File: config.mk
export PLATFORM = sky130hd
export DESIGN_NAME = ni_flit_ejector_flat
export DESIGN_NICKNAME = d
export VERILOG_FILES = /design/src/rtl/ni_flit_ejector_if.sv /design/src/rtl/ni_flit_ejector.sv /design/src/flat_wrapper.sv
export SDC_FILE = /design/constraint.sdc
export NUM_CORES = 2
export LEC_CHECK = 0
export ABC_AREA = 0
export CORE_MARGIN = 5
export CORE_UTILIZATION = 60
export DETAILED_ROUTE_END_ITERATION = 8
export GPL_TIMING_DRIVEN = 0
export PLACE_DENSITY = 0.82
export SLEW_MARGIN = 0
export SYNTH_ARGS = -nofsm -noshare
export SYNTH_HDL_FRONTEND = slang
export SYNTH_SLANG_ARGS = --single-unit
File: constraint.sdc
create_clock -name clk -period 6.3 [get_ports clk]
set_input_delay 1.575 -clock clk [delete_from_list [all_inputs] [get_ports clk]]
set_output_delay 1.575 -clock clk [all_outputs]
set_load 0.05 [all_outputs]
File: src/rtl/ni_flit_ejector_if.sv
// Flit-in / packet-out bundle between the router LOCAL port, the ejector and its consumer.
// The slave modport is the ejector; the master modport is the router/consumer side.
`ifndef VC_PER_PORT
`define VC_PER_PORT 4
`endif

interface ni_flit_ejector_if #(
  parameter int unsigned VC_NUM    = `VC_PER_PORT,
  parameter int unsigned MAX_FLITS = 4,
  parameter int unsigned PAYLOAD_W = 64
);
  localparam int unsigned VcW  = (VC_NUM > 1) ? $clog2(VC_NUM) : 1;
  localparam int unsigned LenW = $clog2(MAX_FLITS) + 1;

  logic                          router_flit_in_valid;
  logic [1:0]                    router_flit_in_type;
  logic [VcW-1:0]                router_flit_in_vc;
  logic [PAYLOAD_W-1:0]          router_flit_in_payload;
  logic [VC_NUM-1:0]             ni_credit;
  logic                          pkt_valid;
  logic [VcW-1:0]                pkt_vc;
  logic [LenW-1:0]               pkt_len;
  logic [MAX_FLITS*PAYLOAD_W-1:0] pkt_data;
  logic                          pkt_consumed;
  logic                          protocol_error;

  modport slave (
    input  router_flit_in_valid, router_flit_in_type, router_flit_in_vc,
    input  router_flit_in_payload, pkt_consumed,
    output ni_credit, pkt_valid, pkt_vc, pkt_len, pkt_data, protocol_error
  );

  modport master (
    output router_flit_in_valid, router_flit_in_type, router_flit_in_vc,
    output router_flit_in_payload, pkt_consumed,
    input  ni_credit, pkt_valid, pkt_vc, pkt_len, pkt_data, protocol_error
  );
endinterface

File: src/rtl/ni_flit_ejector.sv
// Router LOCAL-port ejector: per-VC packet reassembly, on-off backpressure and
// round-robin presentation of completed packets to a single consumer.
`ifndef VC_PER_PORT
`define VC_PER_PORT 4
`endif

module ni_flit_ejector #(
  parameter int unsigned VC_NUM    = `VC_PER_PORT,
  parameter int unsigned MAX_FLITS = 4,
  parameter int unsigned PAYLOAD_W = 64,
  parameter int unsigned OFF_SLACK = 1
) (
  input logic           clk,
  input logic           reset,
  input logic           enable,
  ni_flit_ejector_if.slave bus
);
  localparam int unsigned VcW  = (VC_NUM > 1) ? $clog2(VC_NUM) : 1;
  localparam int unsigned LenW = $clog2(MAX_FLITS) + 1;
  localparam int unsigned BufW = MAX_FLITS * PAYLOAD_W;

  localparam logic [1:0] FlitHead = 2'd0;
  localparam logic [1:0] FlitBody = 2'd1;
  localparam logic [1:0] FlitTail = 2'd2;
  localparam logic [1:0] FlitHt   = 2'd3;

  typedef enum logic [1:0] {StIdle, StCollect, StComplete} vc_state_e;

  vc_state_e         state_q [VC_NUM];
  vc_state_e         state_d [VC_NUM];
  logic [LenW-1:0]   count_q [VC_NUM];
  logic [LenW-1:0]   count_d [VC_NUM];
  logic [BufW-1:0]   buf_q   [VC_NUM];
  logic [BufW-1:0]   buf_d   [VC_NUM];
  logic [VC_NUM-1:0] credit_q, credit_d;
  logic              err_q, err_d;
  logic [VcW-1:0]    ptr_q;
  logic              pkt_valid_q;
  logic [VcW-1:0]    pkt_vc_q;
  logic [LenW-1:0]   pkt_len_q;
  logic [BufW-1:0]   pkt_data_q;

  logic              win_found;
  logic [VcW-1:0]    win_vc, cand, fv;
  logic              latch;

  // Round-robin search over COMPLETE VCs, starting at the pointer.
  always_comb begin
    win_found = 1'b0;
    win_vc    = '0;
    cand      = '0;
    for (int i = 0; i < int'(VC_NUM); i++) begin
      cand = VcW'((32'(ptr_q) + 32'(i)) % VC_NUM);
      if (!win_found && state_q[cand] == StComplete) begin
        win_found = 1'b1;
        win_vc    = cand;
      end
    end
  end

  assign latch = enable && win_found && (!pkt_valid_q || bus.pkt_consumed);

  always_comb begin
    state_d = state_q;
    count_d = count_q;
    buf_d   = buf_q;
    err_d   = err_q;
    fv      = bus.router_flit_in_vc;
    // The latched VC is freed first so a flit on it this cycle sees IDLE.
    if (latch) begin
      state_d[win_vc] = StIdle;
      count_d[win_vc] = '0;
      buf_d[win_vc]   = '0;
    end
    if (enable && bus.router_flit_in_valid) begin
      unique case (state_d[fv])
        StIdle: begin
          if (bus.router_flit_in_type == FlitHead || bus.router_flit_in_type == FlitHt) begin
            buf_d[fv][0 +: PAYLOAD_W] = bus.router_flit_in_payload;
            count_d[fv] = LenW'(1);
            state_d[fv] = (bus.router_flit_in_type == FlitHt) ? StComplete : StCollect;
          end else begin
            err_d = 1'b1;
          end
        end
        StCollect: begin
          if ((bus.router_flit_in_type == FlitBody || bus.router_flit_in_type == FlitTail) &&
              count_d[fv] < LenW'(MAX_FLITS)) begin
            buf_d[fv][32'(count_d[fv]) * PAYLOAD_W +: PAYLOAD_W] = bus.router_flit_in_payload;
            count_d[fv] = count_d[fv] + LenW'(1);
            if (bus.router_flit_in_type == FlitTail) state_d[fv] = StComplete;
          end else begin
            err_d = 1'b1;
          end
        end
        default: err_d = 1'b1;
      endcase
    end
    for (int unsigned v = 0; v < VC_NUM; v++) begin
      credit_d[v] = (count_d[v] >= LenW'(MAX_FLITS - OFF_SLACK)) || (state_d[v] == StComplete);
    end
  end

  always_ff @(posedge clk or negedge reset) begin
    if (!reset) begin
      for (int unsigned v = 0; v < VC_NUM; v++) begin
        state_q[v] <= StIdle;
        count_q[v] <= '0;
        buf_q[v]   <= '0;
      end
      credit_q    <= '0;
      err_q       <= 1'b0;
      ptr_q       <= '0;
      pkt_valid_q <= 1'b0;
      pkt_vc_q    <= '0;
      pkt_len_q   <= '0;
      pkt_data_q  <= '0;
    end else begin
      state_q  <= state_d;
      count_q  <= count_d;
      buf_q    <= buf_d;
      credit_q <= credit_d;
      err_q    <= err_d;
      if (latch) begin
        pkt_valid_q <= 1'b1;
        pkt_vc_q    <= win_vc;
        pkt_len_q   <= count_q[win_vc];
        pkt_data_q  <= buf_q[win_vc];
        ptr_q       <= (win_vc == VcW'(VC_NUM - 1)) ? '0 : win_vc + VcW'(1);
      end else if (enable && bus.pkt_consumed) begin
        pkt_valid_q <= 1'b0;
      end
    end
  end

  assign bus.ni_credit      = credit_q;
  assign bus.pkt_valid      = pkt_valid_q;
  assign bus.pkt_vc         = pkt_vc_q;
  assign bus.pkt_len        = pkt_len_q;
  assign bus.pkt_data       = pkt_data_q;
  assign bus.protocol_error = err_q;
endmodule
File: src/flat_wrapper.sv
// flat-port wrapper written by rule: the top's interface ports become plain ports
module ni_flit_ejector_flat 
#(
  parameter int unsigned VC_NUM    = `VC_PER_PORT,
  parameter int unsigned MAX_FLITS = 4,
  parameter int unsigned PAYLOAD_W = 64,
  parameter int unsigned OFF_SLACK = 1
)
  (clk, reset, enable, bus_router_flit_in_valid, bus_router_flit_in_type, bus_router_flit_in_vc, bus_router_flit_in_payload, bus_pkt_consumed, bus_ni_credit, bus_pkt_valid, bus_pkt_vc, bus_pkt_len, bus_pkt_data, bus_protocol_error);
  ni_flit_ejector_if #(.VC_NUM(VC_NUM), .MAX_FLITS(MAX_FLITS), .PAYLOAD_W(PAYLOAD_W)) bus_i ();
  input logic clk;
  input logic reset;
  input logic enable;
  input wire logic [$bits(bus_i.router_flit_in_valid)-1:0] bus_router_flit_in_valid;
  input wire logic [$bits(bus_i.router_flit_in_type)-1:0] bus_router_flit_in_type;
  input wire logic [$bits(bus_i.router_flit_in_vc)-1:0] bus_router_flit_in_vc;
  input wire logic [$bits(bus_i.router_flit_in_payload)-1:0] bus_router_flit_in_payload;
  input wire logic [$bits(bus_i.pkt_consumed)-1:0] bus_pkt_consumed;
  output wire logic [$bits(bus_i.ni_credit)-1:0] bus_ni_credit;
  output wire logic [$bits(bus_i.pkt_valid)-1:0] bus_pkt_valid;
  output wire logic [$bits(bus_i.pkt_vc)-1:0] bus_pkt_vc;
  output wire logic [$bits(bus_i.pkt_len)-1:0] bus_pkt_len;
  output wire logic [$bits(bus_i.pkt_data)-1:0] bus_pkt_data;
  output wire logic [$bits(bus_i.protocol_error)-1:0] bus_protocol_error;
  assign bus_i.router_flit_in_valid = bus_router_flit_in_valid;
  assign bus_i.router_flit_in_type = bus_router_flit_in_type;
  assign bus_i.router_flit_in_vc = bus_router_flit_in_vc;
  assign bus_i.router_flit_in_payload = bus_router_flit_in_payload;
  assign bus_i.pkt_consumed = bus_pkt_consumed;
  assign bus_ni_credit = bus_i.ni_credit;
  assign bus_pkt_valid = bus_i.pkt_valid;
  assign bus_pkt_vc = bus_i.pkt_vc;
  assign bus_pkt_len = bus_i.pkt_len;
  assign bus_pkt_data = bus_i.pkt_data;
  assign bus_protocol_error = bus_i.protocol_error;
  ni_flit_ejector #(.VC_NUM(VC_NUM), .MAX_FLITS(MAX_FLITS), .PAYLOAD_W(PAYLOAD_W), .OFF_SLACK(OFF_SLACK)) u_core (.clk(clk), .reset(reset), .enable(enable), .bus(bus_i));
endmodule
==> impl_metrics.toml <==
[sta]
finalCritPeriodShare_pct = 100
max_freq_ghz = 0.159
tightest_slew_ns = 1.55
fin_crit_ns = 6.30
maxSlewViolCount = 33
skew_ns = 0.0256
hold_viol = 0
setup_viol = 0
max_slew_margin_pct = -3.64
rsz0062_at_grt = "false"

[drt]
wl_per_cell_um = 23.3
drc_errors = 0
vias_per_cell = 6.07
antenna_left = 0
drt-initial-drc-count = 7167
num_vias = 53800
drt_first_pass_iters = 9
drt_wl_total_um = 207000

[cts]
cts_hold_buf = 0
cts.sinks = 1313
cts_tree = "done"
clk_pin_slew_ns = 0.06
clock_path_buffers = 3
cts_buffers = 137
htreeDepth = 4
clock_latency_ns = 0.76
root_buffer = "clkbuf_16"
post_cts_buffers = 0

[min_path]
hold_class = "reg -> reg"
holdPathStages = 2

[die]
die_y_um = 327
dieWidth_um = 327
coreArea_um2 = 99700
dieArea_um2 = 107000
initial_utilization_pct = 60.3
placementRows = 116
io_pins = 340

[worst_setup_path]
worst_setup_path_end_kind = "register"
cp.depth = 12
critical_path_arrival_ns = 6.96
max_stage_delay_ns = 1.23
cp-start-kind = "input port"
crit_slowest_cell = "nor4_4"
r2r_cells = 20
cp_top_family = "simple AND/OR/NAND/NOR gates"
cp_max_fo = 10
cp_data_required_time_ns = 6.96
path_class = "in -> reg"
worst-path-buf-inv = 4
cp_cell_sequence = "clkdlybuf4s50_1 -> clkbuf_1 -> nor2_1 -> o311ai_0 -> or4_1 -> o211ai_1 -> nand4_1 -> nor4_4 -> buf_2 -> buf_2 -> nand2_1 -> o21ai_0"
cp_common_cell = "buf_2"

[layout]
fill_cells = 7577
layout_common_cells = "nand2_1 (3044), dfrtp_1 (1313), o21ai_0 (714)"
fin_cells = 8869
final_common_cell = "nand2_1"
seq_area_um2 = 32900
postLayoutCellArea_um2 = 69400
synthToLayoutAreaGrowth_pct = 15.4
drive_gt1_share_pct = 4.68
nets = 7526
multi_input_area_um2 = 24400

[placed_design]
io_buffers = 276
placed_area_um2 = 64800
dp.cells = 8610
dp.final_hpwl_um = 146000
routabilityCongestion = 0.995

[yosys]
synth_top_area_share_pct = 54.7
synth_area_um2 = 60100
syn_avg_cell_area_um2 = 8.56
synth_cells = 7027
synth-edff-count = 0
synth-seq-area-share_pct = 54.7
async_flop_share_pct = 100
synth-seq-cells = 1313
synth_warnings = 0
syn-num-nets = 7104
synth_top_cell_by_area = "dfrtp_1"
synthFlopType = "dfrtp_1"
yosys.cell_types.count = 66
synthTopCellsByArea = "dfrtp_1 (55%), nand2_1 (19%), mux2i_1 (7.5%), o21ai_0 (5.9%), nand3_1 (4.4%)"

[outcome]
status = "complete, but fails checks"
violations = "capacitance limit, slew limit"

[grt]
met3_usage_pct = 11.9
antenna_found_initial = 15
grt_pass1_wl_um = 312000
gr-usage-met2_pct = 57.7
busiest_layer = "met2"
grt_max_degree = 181
track_usage_pct = 38.0
met1_usage_pct = 48.4
grt_pass1_vias = 53300
overflow = 0

[power]
finalPower_mw = 32.3
powerDensity_nw_per_um2 = 466
peakVddDrop_mv = 0.384
cellLeakagePower_nw = 32.5

[job]
maxCapViolCount = 5
-- registers in the layout, summed over array words and instances (netlist names) --
register,flops
u_core.buf_q,1024
u_core.bus.pkt_data,256
u_core.count_q,12
u_core.state_q,8
u_core.bus.ni_credit,4
u_core.bus.pkt_len,3
u_core.bus.pkt_vc,2
u_core.ptr_q,2
u_core.bus.pkt_valid,1
u_core.bus.protocol_error,1
-- cell type report --
type,instances,area share (%)
Sequential cell,1313,47.4
Multi-Input combinational cell,5048,35.1
Buffer,588,3.79
Timing Repair Buffer,286,4.39
Tap cell,1298,2.34
Clock inverter,31,0.492
Antenna cell,11,0.0397
Clock buffer,219,6.08
Inverter,75,0.406
-- where the power goes --
group / leakage (nW) / switching (mW) / internal (mW) / total [mW]
logic: 12.4 / 9.43 / 3.22 / 12.7
registers: 17.9 / 1.22 / 10.2 / 11.4
clock network: 2.24 / 3.45 / 4.80 / 8.25
-- stage by stage --
stage / hold WS [ns] / setup TNS [ns] / utilization (%) / setup WS [ns]
after global routing: 0.494 / 0 / 69.6 / 0.0319
after floorplan: 0.456 / 0 / - / 1.32
after CTS: 0.481 / 0 / 69.5 / 0.0864
after detailed placement: 0.469 / -306.93 / 65.0 / -0.853
final: 0.475 / 0 / 69.6 / 0.00104
after global placement: 0.462 / - / 64.7 / -55.35
-- per-layer routing --
layer	routed length (µm)	vias up
met2	91300	3313
met5	310	-
met1	77200	26000
li1	-	23700
met3	24000	738
met4	14200	16
-- cell families (layout without fill, tap and decap cells) --
group	count (synthesis)	in the layout	synth area share, %
and+or+nand+nor	3664	3664	24.4
DFF	1313	1313	54.7
buffers and inverters	666	1199	4.82
muxes	452	452	7.53
other	0	11	0
xor gates and xnor gates	1	1	0.0146
AOI/OAI and AO/OA	927	927	8.49
adders and majority gates	4	4	0.0833
-- worst register-to-register path, cell delays in order (launching register included) --
cell      delay (ns)
dfrtp_1         0.47
and2b_1         0.35
a21o_1          0.12
nand3_1         0.08
inv_1           0.10
clkbuf_2        0.25
buf_6           0.33
ha_1            0.20
or3b_1          0.33
buf_2           0.20
and3_1          0.19
a31o_1          0.23
a311oi_4        0.43
inv_2           0.12
ha_1            0.28
buf_2           0.19
nor4_4          1.03
buf_2           0.53
buf_2           0.35
nand2_1         0.10
o21ai_0         0.15
-- worst paths after layout --
path / startpoint / endpoint / slack, ns
min in group asynchronous: reset / u_core.bus.pkt_data[203] / 0.81
min reg2reg: u_core.bus.pkt_data[41] / u_core.bus.pkt_data[41] / 0.48
min: u_core.bus.pkt_data[41] / u_core.bus.pkt_data[41] / 0.48
max: bus_router_flit_in_vc[0] / u_core.buf_q[1013] / 0.001
max in group asynchronous: reset / u_core.buf_q[415] / 1.95
max reg2reg: u_core.state_q[0] / u_core.buf_q[1013] / 0.20
-- timing repair --
action,4_1_cts,5_1_grt
pin swaps,1,0
cloned,0,0
endpoints found under the setup margin,951,234
gates resized for setup,2,6
-- synthesized netlist by cell type (all sizes together) (2+ instances only) --
master / number
nand2: 3044
dfrtp: 1313
o21ai: 782
nand3: 526
clkbuf: 467
mux2i: 452
buf: 124
inv: 75
a22o: 66
a21oi: 21
nor2: 20
nand4: 11
nor3: 11
nand2b: 10
a31oi: 8
and4: 8
nor2b: 7
a211o: 6
a21o: 6
and2: 6
and3: 6
ha: 4
o311ai: 4
or3: 4
a211oi: 3
a22oi: 3
a31o: 3
a32o: 3
a32oi: 3
nor4: 3
a2111oi: 2
a221oi: 2
a311oi: 2
nand3b: 2
o211ai: 2
o21a: 2
o2bb2ai: 2
or2: 2
(Power assumes the default switching activity.)
